`src/rtl/flash_block_reader.sv`:
```
// Block reader: walks a range of flash word addresses through a handshaking flash driver
// and streams each captured word downstream with its source address.
module flash_block_reader #(
  parameter int unsigned ADDR_W    = 23,
  parameter int unsigned CNT_W     = 16,
  parameter int unsigned ADDR_STEP = 1
) (
  input  logic              clk,
  input  logic              rst_n,
  input  logic              start,
  input  logic              abort,
  input  logic [ADDR_W-1:0] base_addr,
  input  logic [CNT_W-1:0]  word_cnt,
  output logic [ADDR_W-1:0] drv_addr,
  output logic              drv_enable_read,
  input  logic              drv_busy,
  input  logic [15:0]       drv_data,
  output logic              out_valid,
  input  logic              out_ready,
  output logic [15:0]       out_data,
  output logic [ADDR_W-1:0] out_addr,
  output logic              busy,
  output logic              done
);

  typedef enum logic [2:0] {
    StIdle,
    StIssue,
    StWaitBusy,
    StWaitDone,
    StOutput,
    StFinish
  } state_e;

  state_e              state_q, state_d;
  logic [ADDR_W-1:0]   cur_addr_q;
  logic [CNT_W-1:0]    remaining_q;
  logic [15:0]         out_data_q;
  logic [ADDR_W-1:0]   out_addr_q;
  logic                rd_en_q, out_valid_q, busy_q, done_q;
  // Start accepted while the driver is still finishing an aborted read.
  logic                pend_q;
  logic                xfer;

  assign xfer = (state_q == StOutput) && out_ready && !abort;

  always_comb begin
    state_d = state_q;
    unique case (state_q)
      StIdle: begin
        if (start) begin
          if (word_cnt == '0)   state_d = StFinish;
          else if (!drv_busy)   state_d = StIssue;
        end else if (pend_q && !drv_busy) begin
          state_d = StIssue;
        end
      end
      StIssue:    state_d = StWaitBusy;
      StWaitBusy: if (drv_busy) state_d = StWaitDone;
      StWaitDone: if (!drv_busy) state_d = StOutput;
      StOutput: begin
        if (out_ready) state_d = (remaining_q == CNT_W'(1)) ? StFinish : StIssue;
      end
      StFinish:   state_d = StIdle;
      default:    state_d = StIdle;
    endcase
    if (abort && (state_q != StIdle)) state_d = StIdle;
  end

  always_ff @(posedge clk or negedge rst_n) begin
    if (!rst_n) begin
      state_q     <= StIdle;
      cur_addr_q  <= '0;
      remaining_q <= '0;
      out_data_q  <= '0;
      out_addr_q  <= '0;
      rd_en_q     <= 1'b0;
      out_valid_q <= 1'b0;
      busy_q      <= 1'b0;
      done_q      <= 1'b0;
      pend_q      <= 1'b0;
    end else begin
      state_q     <= state_d;
      rd_en_q     <= (state_d == StIssue);
      out_valid_q <= (state_d == StOutput);
      busy_q      <= (state_d != StIdle);
      // done trails the FINISH state by one registered cycle
      done_q      <= (state_q == StFinish) && !abort;

      if ((state_q == StIdle) && start) begin
        cur_addr_q  <= base_addr;
        remaining_q <= word_cnt;
        pend_q      <= (word_cnt != '0) && drv_busy;
      end else if ((state_q == StIdle) && pend_q && !drv_busy) begin
        pend_q <= 1'b0;
      end

      if ((state_q == StWaitDone) && !drv_busy && !abort) begin
        out_data_q <= drv_data;
        out_addr_q <= cur_addr_q;
      end

      if (xfer) begin
        remaining_q <= remaining_q - CNT_W'(1);
        cur_addr_q  <= cur_addr_q + ADDR_W'(ADDR_STEP);
      end
    end
  end

  assign drv_addr        = cur_addr_q;
  assign drv_enable_read = rd_en_q;
  assign out_valid       = out_valid_q;
  assign out_data        = out_data_q;
  assign out_addr        = out_addr_q;
  assign busy            = busy_q;
  assign done            = done_q;

endmodule

```
`config.mk`:
```
export PLATFORM = sky130hd
export DESIGN_NAME = flash_block_reader
export DESIGN_NICKNAME = d
export VERILOG_FILES = /design/src/rtl/flash_block_reader.sv
export SDC_FILE = /design/constraint.sdc
export NUM_CORES = 1
export LEC_CHECK = 0
export BUFFER_PORTS_ARGS = -buffer_cell sky130_fd_sc_hd__buf_2
export CAP_MARGIN = 30
export CORE_ASPECT_RATIO = 0.6
export CORE_MARGIN = 2
export CORE_UTILIZATION = 45
export DETAILED_ROUTE_END_ITERATION = 10
export PLACE_DENSITY = 0.73
export SLEW_MARGIN = 25
export SYNTH_ARGS = -nofsm -noshare
export SYNTH_HDL_FRONTEND = slang
export SYNTH_SLANG_ARGS = --single-unit
```
`constraint.sdc`:
```
create_clock -name clk -period 2 [get_ports clk]
set_input_delay 0.3 -clock clk [delete_from_list [all_inputs] [get_ports clk]]
set_output_delay 0.3 -clock clk [all_outputs]
set_load 0.005 [all_outputs]
```
==> results list <==
- The via count of the first global-routing pass is 3761.
- For this block, the initial DRC count from the detailed router was 378.
- After floorplanning, the core was divided into 27 placement rows.
- Routed wirelength normalized by instance count: 18.2 µm
* Arrival @ worst endpoint: 2.29 ns
* Overall fraction of global-route tracks in use: 25.3%
* Routed wire length: 12500 µm
- In the layout the commonest cells are sky130_fd_sc_hd__buf_2, sky130_fd_sc_hd__dfrtp_1, sky130_fd_sc_hd__buf_4.
- Smallest setup slack after layout: -0.0543 ns
- Max VDD drop: 753 µV
- From left edge to right edge, the die measures approximately 130 µm.
- The most used flip-flop cell after synthesis is sky130_fd_sc_hd__dfrtp_1.
- Hold Vio Cnt, Final: 0
* Signed area change from the synthesized netlist to the final layout: 35.2%
- After global routing the overflow that remains totals 0.
* Largest net degree at the start of global routing: between 40 and 50
- Post-synth EDFFs: 0
- Clock tree synthesis found a total of 86 sinks.
- The worst setup path is captured at a flip-flop.
- The number of antenna diodes in the final layout is 0.
- At the worst endpoint, the required time is roughly 2.2 ns.
* Setup TNS: -0.0543 ns
- The max-slew violation count was 0.
- Post-synthesis area per instance: 10.8 µm²
- Detailed routing inserted a total of 3954 vias.
- Ratio of cells with drive above 1 in the final layout: 43.5%
- Sum of net half-perimeters after detailed placement: 9350 µm
* Die height: slightly below 80 µm
- In this run the register-to-register setup slack is -0.05 ns.
- Unrepaired setup endpoints after global routing: yes
* I/O pin count: 127
- Slew HR: 58.3%
* Final clock skew: 0.00786 ns
- For the pin with the worst max-slew slack, the measured transition is 0.626 ns.
- The die covers 10100 µm².
- Path type of the worst min-delay path: in -> reg
* Post-synthesis cell count: 390
- Root buf cell: sky130_fd_sc_hd__clkbuf_16
- Total placed cells including tap cells: 662
- Sequential elements use 51.3% of the synthesized area.
- The flow ran to the end, but the final reports show violations.
- Clock latency on the worst-skew pair, taken at its later pin, is 0.34 ns.
* Period utilization: 103%
* Number of design rule violations left after detail routing: 0
- TritonCTS built the clock tree.
- Net count of the finished layout: 627
* Final-layout fill cell count: about 770
* Net count of the mapped netlist: 454
- Via density per instance: 5.78
- Port Buffer Count: 126
- Buffers from clock root to sink, at most: 2
* Total leakage power: 2.71 nW
- Finish-stage setup viols: 1
- Of all nets on the critical path, the largest fanout is 3.
- Register bit total from synthesis: between 80 and 90
- The critical path is of the reg -> reg type.
- Yosys mapped the design onto 55 distinct sky130hd cell types.
- Routability-driven placement finished with a final weighted congestion of 0.904.
* Clock transition at the register clock pins on the worst setup and hold paths after CTS: 0.06 ns
* Count of non-filler cells in the finished layout: 684
* Violations in the final reports: negative setup slack
* Detail Route Antenna Nets: 0
* Number of warning messages in the yosys log: 0
* Async S/R FF share, synth: between 90% and 100%
* Starting Density: 46.0%
- Post-route minimum period: slightly above 2 ns
- TritonCTS Buffers: 9
* Antenna violations before repair: 0
* H-tree depth reported by CTS: 3
- Most common library cell in the layout ignoring fill and taps: sky130_fd_sc_hd__buf_2
* Worst setup SP type: flip-flop
- In this run the power density over the cells is between 1000 and 1500 nW/µm².
* Global-route wire length before repair: 19700 µm
- The pre-antenna-repair detailed-routing pass consisted of 4 iterations.
* Max Cap Violations: 0
- After synthesis the cells add up to 4190 µm².
- Derived from the worst setup path, the maximum achievable clock frequency is 487 MHz.
- In this run the standard cell core region covers 9120 µm².
==> logic make-up after synthesis <==
| family | synth area share, % |
|---|---|
| buf+inv | 3.22 |
| compound gates | 16.0 |
| flops | 51.3 |
| fa+ha+maj | 0.895 |
| mux | 9.13 |
| simple gates | 19.4 |
==> critical path, stage by stage, from the launching register on <==
cell,delay [ns]
sky130_fd_sc_hd__dfrtp_1,0.38
sky130_fd_sc_hd__or4_4,0.54
sky130_fd_sc_hd__or4_4,0.51
sky130_fd_sc_hd__or3_1,0.32
sky130_fd_sc_hd__o311ai_1,0.22
==> synth_stat cells, drive strengths merged (10+ instances only) <==
cell    number  area (µm²)
nor4        14         100
nand3       13        65.1
o21ai       18        90.1
nand2       39         146
mux2        34         383
nor2        23        86.3
clkbuf      15        57.6
o211ai      13        97.6
inv         10        37.5
nor3        15        75.1
dfrtp       86        2150
==> metrics by stage <==
stage / setup slack (ns) / util, % / cell area (µm²) / power (mW) / hold WS, ns
after floorplan: -0.0680 / - / 4220 / 4.74 / 0.00441
after global placement: -0.0679 / 57.9 / 5280 / 6.17 / 0.284
after detailed placement: -0.0768 / 57.9 / 5280 / 6.31 / 0.285
after CTS: -0.0482 / 61.2 / 5580 / 7.93 / 0.171
after global routing: -0.127 / 62.1 / 5670 / 8.54 / 0.188
final: -0.0543 / 62.1 / 5670 / 7.99 / 0.175
==> worst paths after layout <==
| path | from | endpoint | cells after the start |
|---|---|---|---|
| max | remaining_q[4] | remaining_q[13] | 4 |
| min | base_addr[12] | drv_addr[12] | 3 |
| max reg2reg | remaining_q[4] | remaining_q[13] | 4 |
| min reg2reg | out_addr[21] | out_addr[21] | 2 |
| max in group asynchronous | rst_n | drv_addr[13] | 3 |
| min in group asynchronous | rst_n | remaining_q[8] | 2 |
==> state kept, by name, summed over array words and instances (netlist names), 3 cells and up <==
register     count
out_data        16
out_addr        23
state_q          3
drv_addr        23
remaining_q     16
==> layout make-up <==
type	count	area [µm²]	area share, %
flip-flops and latches	86	2150	38.0
clock buffers	13	270	4.77
repair buffers	182	1090	19.2
inverters	10	37.5	0.662
well taps	116	145	2.56
multi-input cells	274	1960	34.5
clock inverters	3	17.5	0.309
==> power breakdown <==
part	internal (mW)	switching (mW)	leakage, nW	total (mW)
clock network	0.939	0.659	0.142	1.60
registers	2.51	0.613	1.08	3.13
logic	1.62	1.64	1.48	3.26
total	5.08	2.91	2.71	7.99
==> routing by layer <==
metal	track usage (%)	vias to the layer above	wire length, µm
met2	35.6	160	5220
met3	8.02	14	1050
li1	-	1850	-
met4	5.76	0	107
met5	0	-	0
met1	38.1	1930	6070
==> repair_timing <==
item,CTS,global route
gates resized for setup,0,8
buffers inserted,0,5
endpoints found under the setup margin,1,11
pin swaps,1,3
hold buffers,1,0
hold endpoints to repair,33,0
No activity file was read; power rests on OpenSTA's default activity.
